<file path="config.mk">
export PLATFORM = sky130hd
export DESIGN_NAME = sram_lsu_flat
export DESIGN_NICKNAME = d
export VERILOG_FILES = /design/src/rtl/sram_lsu_pkg.sv /design/src/rtl/sram_lsu_if.sv /design/src/rtl/sram_lsu_extend.sv /design/src/rtl/sram_lsu.sv /design/src/flat_wrapper.sv
export SDC_FILE = /design/constraint.sdc
export NUM_CORES = 1
export LEC_CHECK = 0
export BUFFER_PORTS_ARGS = -buffer_cell sky130_fd_sc_hd__clkbuf_2
export CAP_MARGIN = 20
export CORE_AREA = 2 2 75 77
export CTS_CLUSTER_SIZE = 14
export DETAILED_ROUTE_END_ITERATION = 8
export DIE_AREA = 0 0 77 79
export PLACE_DENSITY = 0.83
export SLEW_MARGIN = 15
export SYNTH_ARGS = -nofsm -noshare
export SYNTH_HDL_FRONTEND = slang
export SYNTH_SLANG_ARGS = --single-unit
</file>
<file path="constraint.sdc">
create_clock -name clk -period 2.8 [get_ports clk]
set_input_delay 0.56 -clock clk [delete_from_list [all_inputs] [get_ports clk]]
set_output_delay 0.56 -clock clk [all_outputs]
set_load 0.01 [all_outputs]
</file>
<file path="src/rtl/sram_lsu_pkg.sv">
// ---------------------------------------------------------------------------
// lsu_pkg
// Shared definitions for the SRAM load/store unit and its writeback-stage
// users: RV32 load/store funct3 codes, response error encodings, the request
// struct, the response-buffer FSM states and the store byte-enable decoder.
// ---------------------------------------------------------------------------
package lsu_pkg;

  localparam logic [2:0] F3_B  = 3'b000;
  localparam logic [2:0] F3_H  = 3'b001;
  localparam logic [2:0] F3_W  = 3'b010;
  localparam logic [2:0] F3_BU = 3'b100;
  localparam logic [2:0] F3_HU = 3'b101;

  typedef enum logic [1:0] {
    ERR_OK       = 2'b00,
    ERR_MISALIGN = 2'b01,
    ERR_RANGE    = 2'b10,
    ERR_FUNCT3   = 2'b11
  } lsu_err_e;

  typedef struct packed {
    logic        we;
    logic [2:0]  funct3;
    logic [31:0] addr;
    logic [31:0] wdata;
  } lsu_req_t;

  typedef enum logic {
    ST_EMPTY = 1'b0,
    ST_FULL  = 1'b1
  } lsu_state_e;

  // Byte enables for a legal store; lane k is the byte at address+k.
  function automatic logic [3:0] store_wen(input logic [2:0] funct3);
    logic [3:0] wen;
    case (funct3)
      F3_B:    wen = 4'b0001;
      F3_H:    wen = 4'b0011;
      F3_W:    wen = 4'b1111;
      default: wen = 4'b0000;
    endcase
    return wen;
  endfunction

endpackage

</file>
<file path="src/rtl/sram_lsu_if.sv">
// ---------------------------------------------------------------------------
// sram_lsu_if
// Bundles the MEM-stage request channel, the response channel and the
// byte-lane SRAM port of the load/store unit.
//   req_*  : valid/ready request (we, funct3, addr, wdata)
//   resp_* : valid/ready response (rdata, err)
//   mem_*  : SRAM initiator port (w_en, addr, wdata out; rdata in)
// Modport slave is the LSU side; modport master is the environment side
// (pipeline stage, response consumer and SRAM).
// ---------------------------------------------------------------------------
interface sram_lsu_if #(
  parameter int ADDR_W = 16
) ();

  logic              req_valid;
  logic              req_ready;
  logic              req_we;
  logic [2:0]        req_funct3;
  logic [31:0]       req_addr;
  logic [31:0]       req_wdata;

  logic              resp_valid;
  logic              resp_ready;
  logic [31:0]       resp_rdata;
  logic [1:0]        resp_err;

  logic [3:0]        mem_w_en;
  logic [ADDR_W-1:0] mem_addr;
  logic [31:0]       mem_wdata;
  logic [31:0]       mem_rdata;

  modport slave (
    input  req_valid, req_we, req_funct3, req_addr, req_wdata,
    output req_ready,
    output resp_valid, resp_rdata, resp_err,
    input  resp_ready,
    output mem_w_en, mem_addr, mem_wdata,
    input  mem_rdata
  );

  modport master (
    output req_valid, req_we, req_funct3, req_addr, req_wdata,
    input  req_ready,
    input  resp_valid, resp_rdata, resp_err,
    output resp_ready,
    input  mem_w_en, mem_addr, mem_wdata,
    output mem_rdata
  );

endinterface

</file>
<file path="src/rtl/sram_lsu_extend.sv">
// ---------------------------------------------------------------------------
// lsu_extend
// Combinational load extender, shared with the writeback stage.
//   funct3 : load width/signedness (B, H, W, BU, HU)
//   rdata  : raw SRAM word, addressed byte in lane 0
//   result : sign/zero-extended value, 0 for codes that are not loads
// ---------------------------------------------------------------------------
module lsu_extend
  import lsu_pkg::*;
(
  input  logic [2:0]  funct3,
  input  logic [31:0] rdata,
  output logic [31:0] result
);

  // Select and extend the addressed lanes.
  always_comb begin
    result = 32'd0;
    case (funct3)
      F3_B:    result = {{24{rdata[7]}}, rdata[7:0]};
      F3_BU:   result = {24'd0, rdata[7:0]};
      F3_H:    result = {{16{rdata[15]}}, rdata[15:0]};
      F3_HU:   result = {16'd0, rdata[15:0]};
      F3_W:    result = rdata;
      default: result = 32'd0;
    endcase
  end

endmodule

</file>
<file path="src/rtl/sram_lsu.sv">
// ---------------------------------------------------------------------------
// sram_lsu
// RV32 load/store unit driving a byte-lane SRAM that reads combinationally
// and writes on the clock edge. Every legal access completes in the cycle it
// is accepted; the result (or fault) is parked in a one-entry response buffer.
//   clk   : clock, rising edge
//   rst_n : synchronous active-low reset
//   bus   : sram_lsu_if.slave (request, response and SRAM port)
// ---------------------------------------------------------------------------
module sram_lsu
  import lsu_pkg::*;
#(
  parameter int ADDR_W = 16
) (
  input  logic       clk,
  input  logic       rst_n,
  sram_lsu_if.slave  bus
);

  lsu_req_t    req_s;
  lsu_state_e  state_r;
  lsu_state_e  state_next_s;
  logic [31:0] resp_rdata_r;
  logic [31:0] rdata_next_s;
  lsu_err_e    resp_err_r;
  lsu_err_e    err_next_s;
  lsu_err_e    err_s;
  logic        f3_legal_s;
  logic        misaligned_s;
  logic        out_of_range_s;
  logic        req_ready_s;
  logic        accept_s;
  logic [31:0] ext_s;

  assign req_s = '{we:     bus.req_we,
                   funct3: bus.req_funct3,
                   addr:   bus.req_addr,
                   wdata:  bus.req_wdata};

  // A held response that drains this cycle frees the buffer for a new request.
  assign req_ready_s = (state_r == ST_EMPTY) || bus.resp_ready;
  // Reset gates acceptance so nothing is written while rst_n is low.
  assign accept_s    = bus.req_valid && req_ready_s && rst_n;

  assign bus.req_ready  = req_ready_s;
  assign bus.resp_valid = (state_r == ST_FULL);
  assign bus.resp_rdata = resp_rdata_r;
  assign bus.resp_err   = resp_err_r;
  assign bus.mem_addr   = req_s.addr[ADDR_W-1:0];
  assign bus.mem_wdata  = req_s.wdata;

  // Decode funct3 legality and alignment; unsigned widths are load-only.
  always_comb begin
    f3_legal_s   = 1'b0;
    misaligned_s = 1'b0;
    case (req_s.funct3)
      F3_B: begin
        f3_legal_s   = 1'b1;
        misaligned_s = 1'b0;
      end
      F3_BU: begin
        f3_legal_s   = !req_s.we;
        misaligned_s = 1'b0;
      end
      F3_H: begin
        f3_legal_s   = 1'b1;
        misaligned_s = req_s.addr[0];
      end
      F3_HU: begin
        f3_legal_s   = !req_s.we;
        misaligned_s = req_s.addr[0];
      end
      F3_W: begin
        f3_legal_s   = 1'b1;
        misaligned_s = (req_s.addr[1:0] != 2'b00);
      end
      default: begin
        f3_legal_s   = 1'b0;
        misaligned_s = 1'b0;
      end
    endcase
  end

  // No wrap: any address bit above the SRAM window is a range fault.
  assign out_of_range_s = ((req_s.addr >> ADDR_W) != 32'd0);

  // Fault priority: funct3, then range, then alignment.
  always_comb begin
    err_s = ERR_OK;
    if (!f3_legal_s) begin
      err_s = ERR_FUNCT3;
    end else if (out_of_range_s) begin
      err_s = ERR_RANGE;
    end else if (misaligned_s) begin
      err_s = ERR_MISALIGN;
    end else begin
      err_s = ERR_OK;
    end
  end

  // Byte enables only for a legal store that is actually accepted.
  always_comb begin
    bus.mem_w_en = 4'b0000;
    if (accept_s && req_s.we && (err_s == ERR_OK)) begin
      bus.mem_w_en = store_wen(req_s.funct3);
    end else begin
      bus.mem_w_en = 4'b0000;
    end
  end

  lsu_extend u_extend (
    .funct3 (req_s.funct3),
    .rdata  (bus.mem_rdata),
    .result (ext_s)
  );

  // Response buffer next state: reload on accept, else drain on resp_ready.
  always_comb begin
    state_next_s = state_r;
    rdata_next_s = resp_rdata_r;
    err_next_s   = resp_err_r;
    case (state_r)
      ST_EMPTY: begin
        if (accept_s) begin
          state_next_s = ST_FULL;
          rdata_next_s = (!req_s.we && (err_s == ERR_OK)) ? ext_s : 32'd0;
          err_next_s   = err_s;
        end else begin
          state_next_s = ST_EMPTY;
        end
      end
      ST_FULL: begin
        if (accept_s) begin
          state_next_s = ST_FULL;
          rdata_next_s = (!req_s.we && (err_s == ERR_OK)) ? ext_s : 32'd0;
          err_next_s   = err_s;
        end else if (bus.resp_ready) begin
          state_next_s = ST_EMPTY;
        end else begin
          state_next_s = ST_FULL;
        end
      end
      default: begin
        state_next_s = ST_EMPTY;
        rdata_next_s = 32'd0;
        err_next_s   = ERR_OK;
      end
    endcase
  end

  // State and response registers with synchronous reset.
  always_ff @(posedge clk) begin
    if (!rst_n) begin
      state_r      <= ST_EMPTY;
      resp_rdata_r <= 32'd0;
      resp_err_r   <= ERR_OK;
    end else begin
      state_r      <= state_next_s;
      resp_rdata_r <= rdata_next_s;
      resp_err_r   <= err_next_s;
    end
  end

endmodule

</file>
<file path="src/flat_wrapper.sv">
// flat-port wrapper written by rule: the top's interface ports become plain ports
module sram_lsu_flat import lsu_pkg::*;
#(
  parameter int ADDR_W = 16
)
  (clk, rst_n, bus_req_valid, bus_req_we, bus_req_funct3, bus_req_addr, bus_req_wdata, bus_req_ready, bus_resp_valid, bus_resp_rdata, bus_resp_err, bus_resp_ready, bus_mem_w_en, bus_mem_addr, bus_mem_wdata, bus_mem_rdata);
  sram_lsu_if #(.ADDR_W(ADDR_W)) bus_i ();
  input  logic clk;
  input  logic rst_n;
  input wire logic [$bits(bus_i.req_valid)-1:0] bus_req_valid;
  input wire logic [$bits(bus_i.req_we)-1:0] bus_req_we;
  input wire logic [$bits(bus_i.req_funct3)-1:0] bus_req_funct3;
  input wire logic [$bits(bus_i.req_addr)-1:0] bus_req_addr;
  input wire logic [$bits(bus_i.req_wdata)-1:0] bus_req_wdata;
  output wire logic [$bits(bus_i.req_ready)-1:0] bus_req_ready;
  output wire logic [$bits(bus_i.resp_valid)-1:0] bus_resp_valid;
  output wire logic [$bits(bus_i.resp_rdata)-1:0] bus_resp_rdata;
  output wire logic [$bits(bus_i.resp_err)-1:0] bus_resp_err;
  input wire logic [$bits(bus_i.resp_ready)-1:0] bus_resp_ready;
  output wire logic [$bits(bus_i.mem_w_en)-1:0] bus_mem_w_en;
  output wire logic [$bits(bus_i.mem_addr)-1:0] bus_mem_addr;
  output wire logic [$bits(bus_i.mem_wdata)-1:0] bus_mem_wdata;
  input wire logic [$bits(bus_i.mem_rdata)-1:0] bus_mem_rdata;
  assign bus_i.req_valid = bus_req_valid;
  assign bus_i.req_we = bus_req_we;
  assign bus_i.req_funct3 = bus_req_funct3;
  assign bus_i.req_addr = bus_req_addr;
  assign bus_i.req_wdata = bus_req_wdata;
  assign bus_req_ready = bus_i.req_ready;
  assign bus_resp_valid = bus_i.resp_valid;
  assign bus_resp_rdata = bus_i.resp_rdata;
  assign bus_resp_err = bus_i.resp_err;
  assign bus_i.resp_ready = bus_resp_ready;
  assign bus_mem_w_en = bus_i.mem_w_en;
  assign bus_mem_addr = bus_i.mem_addr;
  assign bus_mem_wdata = bus_i.mem_wdata;
  assign bus_i.mem_rdata = bus_mem_rdata;
  sram_lsu #(.ADDR_W(ADDR_W)) u_core (.clk(clk), .rst_n(rst_n), .bus(bus_i));
endmodule
</file>
==> out/qor.yml, run 1 <==
sta:
  fin_crit_ns: 2.51
  fin_crit_sh_pct: 89.5
  fin_setup_tns_ns: 0
  rsz0062_at_grt: "no"
  max_slew_margin_pct: 33.1
  clock.fmax_mhz: 399
  whs_ns: 0.456
  hold_violations: 0
  tightest_slew_ns: 0.999
  setup-violations-final: 0
  skew_ns: 0.00687
  drv_slew: 0
  setup_ws_ns: 0.295
cts:
  clock_path_buffers: 2
  cts_root_buffer: "clkbuf_8"
  cts_tree: "yes"
  postCtsHoldBufs: 0
  numCtsBuffers: 5
  path_clk_slew_ns: 0.07
  cts.sinks: 35
  htree_levels: 2
  clkLatencyLatePin_ns: 0.28
  cts_setup_buffers: 0
  ctsResizeCount: 0
pwr:
  power_density_nw_per_um2: 439
  peakVddDrop_v: 0.000161
  p_total_mw: 0.989
  leakagePower_nw: 1.02
placement:
  dpl.cell_count: 341
  gp_routability_congestion: 0.765
  pre_cts_ws_ns: 0.298
  dp_hpwl_mm: 3.64
  portBuffers: 99
synthesis:
  yosys_register_bits: 35
  synthFlopType: "dfxtp_1"
  synthArstFlopShare_pct: 0
  netlist_area_um2: 1990
  avgSynthCellArea_um2: 8.75
  synth_warnings: 0
  synthCells: 227
  synth_cell_types: 36
  synth_edf_count: 0
  syn-num-nets: 331
  seq_area_frac_synth_pct: 35.3
worst_setup_path:
  critical_path_required_ns: 2.24
  critPathArrivalTime_ns: 1.95
  cp_max_fo: 6
  r2r_cells: 4
  crit_type: "in2out"
  cp-end-kind: "primary output"
  cp-start-kind: "input pin"
flow_run:
  cap_violations: 0
routing:
  drtIter0Drc: 79
  wl_per_cell_um: 13.4
  wirelength_mm: 4.66
  final_antenna_net_count: 0
  dr_total_vias: 1708
  viasPerCell: 4.89
  remaining_drc_errors: 0
  firstDrtPassIters: 4
cells_and_area:
  fin_nets: 380
  areaGrowthSynthToFinish_pct: 13.5
  multiInputGateArea_um2: 846
  final_cells: 349
  drive_above_1_share_pct: 49.1
  n_antenna_cell: 0
  n_fill_cell: 563
  ff_latch_area_um2: 701
global_routing:
  grt_pass1_vias: 1593
  grt_start_max_net_pins: 25
  antenna_found_initial: 0
  overflow: 0
  grt_pass1_wl_mm: 7.67
  gr-usage-all-layers_pct: 15.6
status:
  status: "complete, no violations"
floorplan:
  fp.dieH_um: 79
  io_pins: 192
  core-area_um2: 5340
  dieArea_um2: 6080
  fp.dieW_um: 77
  start_util_pct: 37.2
  num_rows: 27
min_path:
  min_path_type: "reg2reg"
  holdPathStages: 2
[stage by stage]
stage          utilization (%)  instance area, um^2
2_1_floorplan                -                 1990
3_3_place_gp              40.7                 2170
3_5_place_dp              40.7                 2170
4_1_cts                   42.2                 2250
5_1_grt                   42.2                 2250
6_report                  42.2                 2250
[report_power, final]
group          leakage [nW]  total [mW]  internal, mW  switching, mW
logic                 0.700       0.136        0.0648         0.0715
registers             0.283       0.503         0.501        0.00171
clock network        0.0422       0.350         0.175          0.175
total                  1.02       0.989         0.740          0.249
[sequential cells by signal, indices dropped and copies added (netlist names)]
| name | cells |
|---|---|
| u_core.bus.resp_rdata | 32 |
| u_core.bus.resp_valid | 1 |
| u_core.bus.resp_err | 2 |
[per-layer routing]
layer | track usage (%) | up-vias | share of wire [%]
met1 | 20.0 | 782 | 43
met3 | 3.52 | 14 | 6.6
li1 | - | 849 | -
met2 | 25.4 | 63 | 48
met5 | 0 | - | 0
met4 | 6.79 | 0 | 2.0
[kinds of logic after synthesis]
family,share of synthesized area [%]
AND/OR/NAND/NOR,14.5
AO/OA/AOI/OAI,26.7
flip-flops,35.3
multiplexers,0.504
buffers and inverters,22.6
XOR/XNOR,0.441
[layout make-up]
cell class | count | area share, %
Clock inverter | 1 | 0.222
Sequential cell | 35 | 31.1
Inverter | 1 | 0.166
Multi-Input combinational cell | 129 | 37.5
Clock buffer | 7 | 3.39
Timing Repair Buffer | 104 | 23.6
Tap cell | 72 | 4.00
[critical path, cell delays in order]
cell and delay, ns:
clkbuf_2 0.12, or2_2 0.30, a221o_1 0.35, nor4_2 0.20
nor3b_1 0.25, clkbuf_2 0.17
[cells in the mapped netlist, types with 2 or more instances]
| cell type | count | area, um^2 |
|---|---|---|
| a21oi_1 | 25 | 125 |
| a22o_1 | 8 | 70.1 |
| a2bb2oi_1 | 8 | 70.1 |
| and2_1 | 4 | 25.0 |
| and4_1 | 2 | 17.5 |
| buf_4 | 50 | 375 |
| buf_6 | 3 | 33.8 |
| clkbuf_1 | 8 | 30.0 |
| dfxtp_1 | 35 | 701 |
| nand2_1 | 27 | 101 |
| nor2_1 | 2 | 7.51 |
| nor2b_1 | 2 | 12.5 |
| nor3_1 | 3 | 15.0 |
| nor4_1 | 4 | 25.0 |
| o21ai_0 | 6 | 30.0 |
| o21ai_1 | 4 | 20.0 |
| o21ai_2 | 16 | 140 |
| or2_2 | 2 | 12.5 |
[layout by cell type, fill, tap and decap left out, types with 4 or more instances in the layout]
cell type,instances
clkbuf_2,99
dfxtp_1,35
nand2_1,27
a21oi_1,25
o21ai_2,16
a22o_1,8
a2bb2oi_1,8
o21ai_0,6
clkbuf_8,5
buf_4,5
nor4_1,4
and2_1,4
o21ai_1,4
[worst paths after layout]
check | startpoint | end | slack [ns]
worst max-delay path | bus_req_addr[0] | bus_mem_w_en[1] | 0.29
worst max register to register | u_core.bus.resp_valid | u_core.bus.resp_rdata[10] | 1.20
worst min-delay path | u_core.bus.resp_rdata[15] | u_core.bus.resp_rdata[15] | 0.46
worst min register to register | u_core.bus.resp_rdata[15] | u_core.bus.resp_rdata[15] | 0.46
No activity file was read; power rests on OpenSTA's default activity.
==> run 2: changes to the inputs <==
--- a/config.mk
+++ b/config.mk
@@ -5,13 +5,13 @@
 export SDC_FILE = /design/constraint.sdc
 export NUM_CORES = 1
 export LEC_CHECK = 0
+export ABC_AREA = 1
 export BUFFER_PORTS_ARGS = -buffer_cell sky130_fd_sc_hd__clkbuf_2
 export CAP_MARGIN = 20
-export CORE_AREA = 2 2 75 77
+export CORE_UTILIZATION = 42
 export CTS_CLUSTER_SIZE = 14
 export DETAILED_ROUTE_END_ITERATION = 8
-export DIE_AREA = 0 0 77 79
-export PLACE_DENSITY = 0.83
+export PLACE_DENSITY = 0.86
 export SLEW_MARGIN = 15
 export SYNTH_ARGS = -nofsm -noshare
 export SYNTH_HDL_FRONTEND = slang
==> run 2 against run 1 <==
  * Total power increased by 14%
  * Die area is 4.6% lower
  * Largest power group unchanged
  * Worst hold slack gained 0.013 ns
  * Setup slack better by 0.29 ns
  * Sequential share of layout area shrank 3.8 points
  * Maximum frequency increased by 13%
  * Non-clock buffer count decreased by 1
  * Clock power increased by 36%
  * First-iteration DRC count is 44% higher
  * Sequential cell count is the same
==> out/qor.yml, run 2 <==
status:
  status: "complete, no violations"
routing:
  remaining_drc_errors: 0  # unchanged
  final_antenna_net_count: 0  # unchanged
  viasPerCell: 4.64  # -5.2%
  drtIter0Drc: 114  # +44%
  wirelength_mm: 5.24  # +12%
  firstDrtPassIters: 4  # unchanged
  dr_total_vias: 2177  # +27%
  wl_per_cell_um: 11.2  # -16%
sta:
  rsz0062_at_grt: "no"
  max_slew_margin_pct: 33.5  # +0.39 points
  fin_setup_tns_ns: 0  # unchanged
  fin_crit_ns: 2.21  # -0.295 ns
  drv_slew: 0  # unchanged
  tightest_slew_ns: 0.997  # -0.00147 ns
  hold_violations: 0  # unchanged
  whs_ns: 0.469  # +0.0130 ns
  setup-violations-final: 0  # unchanged
  skew_ns: 0.00334  # -0.00353 ns
  fin_crit_sh_pct: 79.0  # -11 points
  clock.fmax_mhz: 452  # +13%
global_routing:
  grt_pass1_vias: 1972  # +24%
  gr-usage-all-layers_pct: 18.4  # +2.8 points
  antenna_found_initial: 0  # unchanged
  overflow: 0  # unchanged
  grt_pass1_wl_mm: 8.76  # +14%
  grt_start_max_net_pins: 34  # +36%
cts:
  cts_tree: "yes"
  postCtsHoldBufs: 0  # unchanged
  htree_levels: 2  # unchanged
  cts.sinks: 35  # unchanged
  ctsResizeCount: 0  # unchanged
  cts_root_buffer: "clkbuf_8"
  clkLatencyLatePin_ns: 0.28  # about the same
  numCtsBuffers: 5  # unchanged
  path_clk_slew_ns: 0.07  # about the same
  cts_setup_buffers: 0  # unchanged
  clock_path_buffers: 2  # unchanged
synthesis:
  synth_top_area_share_pct: 30.3  # -5.0 points
  synth_edf_count: 0  # unchanged
  synth_warnings: 0  # unchanged
  netlist_area_um2: 2310  # +16%
  synth_cell_types: 22  # -39%
  synth_commonest_cells: "76 x nand2_1, 72 x nor2_1, 49 x buf_4, 35 x dfxtp_1, 33 x inv_1"
  avgSynthCellArea_um2: 6.57  # -25%
  synth_area_leaders: "dfxtp_1 30%, buf_4 16%, nand2_1 12%"
  synthArstFlopShare_pct: 0  # unchanged
  yosys.area.top_type: "dfxtp_1"
  synthFlopType: "dfxtp_1"
  yosysMostFrequentCell: "nand2_1"
  syn-num-nets: 456  # +38%
  seq_area_frac_synth_pct: 30.3  # -5.0 points
  yosys_register_bits: 35  # unchanged
  synthCells: 352  # +55%
min_path:
  min_path_type: "reg2reg"
cells_and_area:
  multiInputGateArea_um2: 1010  # +19%
  final_common_cell: "clkbuf_2"
  ff_latch_area_um2: 701  # unchanged
  final_cell_area_um2: 2570  # +14%
  largest_reg_flops: 32  # unchanged
  drive_above_1_share_pct: 35.8  # -13 points
  final_cell_mix: "99 x clkbuf_2, 76 x nand2_1, 72 x nor2_1"
  areaGrowthSynthToFinish_pct: 11.3
  fin_nets: 502  # +32%
  postLayoutCoreUtil_pct: 49.4  # +7.2 points
  n_fill_cell: 550  # -2.3%
  n_antenna_cell: 0  # unchanged
  final_cells: 469  # +34%
worst_setup_path:
  cp-start-kind: "input pin"
  cp_top_family: "simple AND/OR/NAND/NOR gates"
  cp-end-kind: "primary output"
  path_buf_inv: 2  # unchanged
  critPathArrivalTime_ns: 1.65  # -0.30 ns
  crit_type: "in2out"
  critical_path_required_ns: 2.24  # about the same
  cpMaxStageDelayCell: "nor3_1"
  cp_slowest_stage_delay_ns: 0.20  # -0.15 ns
  cp_max_fo: 3  # -3
  path_cells: "clkbuf_2, nor2_1, nand2_1, nor2_1, nand2_1, nor3_1, nand2_1, nor2_1, clkbuf_2"
placement:
  dpl.cell_count: 461  # +35%
  dp_hpwl_mm: 3.82  # +5.0%
  portBuffers: 99  # unchanged
  placed_area_um2: 2450  # +13%
  gp_routability_congestion: 0.805  # +5.3%
floorplan:
  core-area_um2: 5200  # -2.5%
  fp.dieW_um: 76.2  # -1.0%
  io_pins: 192  # unchanged
  start_util_pct: 44.4  # +7.2 points
  num_rows: 26  # -3.7%
  dieArea_um2: 5810  # -4.6%
  fp.dieH_um: 76.2  # -3.6%
pwr:
  power_density_nw_per_um2: 437  # -0.47%
  leakagePower_nw: 1.25  # +22%
  peakVddDrop_v: 0.000262  # +62%
flow_run:
  cap_violations: 0  # unchanged
-- run 2: layout make-up --
class	instances	share of cell area, %
Multi-Input combinational cell	218	39.3
Sequential cell	35	27.2
Timing Repair Buffer	103	20.4
Inverter	35	5.11
Tap cell	70	3.40
Clock buffer	6	3.21
Clock inverter	2	1.36
-- run 2: worst paths after layout --
path	startpoint	to	slack [ns]	cells past startpoint
max	bus_req_addr[17]	bus_mem_w_en[3]	0.59	9
min	u_core.bus.resp_rdata[31]	u_core.bus.resp_rdata[31]	0.47	2
max reg2reg	u_core.bus.resp_valid	u_core.bus.resp_rdata[12]	1.20	4
min reg2reg	u_core.bus.resp_rdata[31]	u_core.bus.resp_rdata[31]	0.47	2
-- run 2: tightest hold or removal path: stages (launching register included) --
cell and delay [ns]:
dfxtp_1 0.32, nand2_1 0.06, a21oi_1 0.05
-- run 2: per-layer routing --
| layer | track usage (%) | vias up | routed length (um) |
|---|---|---|---|
| li1 | - | 1113 | - |
| met1 | 20.8 | 963 | 2230 |
| met2 | 32.8 | 76 | 2570 |
| met3 | 5.03 | 25 | 315 |
| met4 | 7.12 | 0 | 121 |
| met5 | 0 | - | 0 |
-- run 2: cells by family after synthesis --
group	after synthesis	share of synthesized area [%]
simple gates	172	31.5
compound gates	46	12.2
flops	35	30.3
buf+inv	99	26.0
-- run 2: stage by stage --
step	power (mW)	setup WS (ns)
6_report	1.12	0.589
2_1_floorplan	0.665	0.650
3_5_place_dp	0.660	0.563
3_3_place_gp	0.657	0.599
4_1_cts	1.14	0.562
5_1_grt	1.18	0.325
-- run 2: power by group --
part	switching (mW)	leakage, nW	total (mW)	internal [mW]
Clock	0.187	0.0612	0.475	0.288
Combinational	0.0883	0.903	0.145	0.0562
Sequential	0.00236	0.283	0.504	0.501
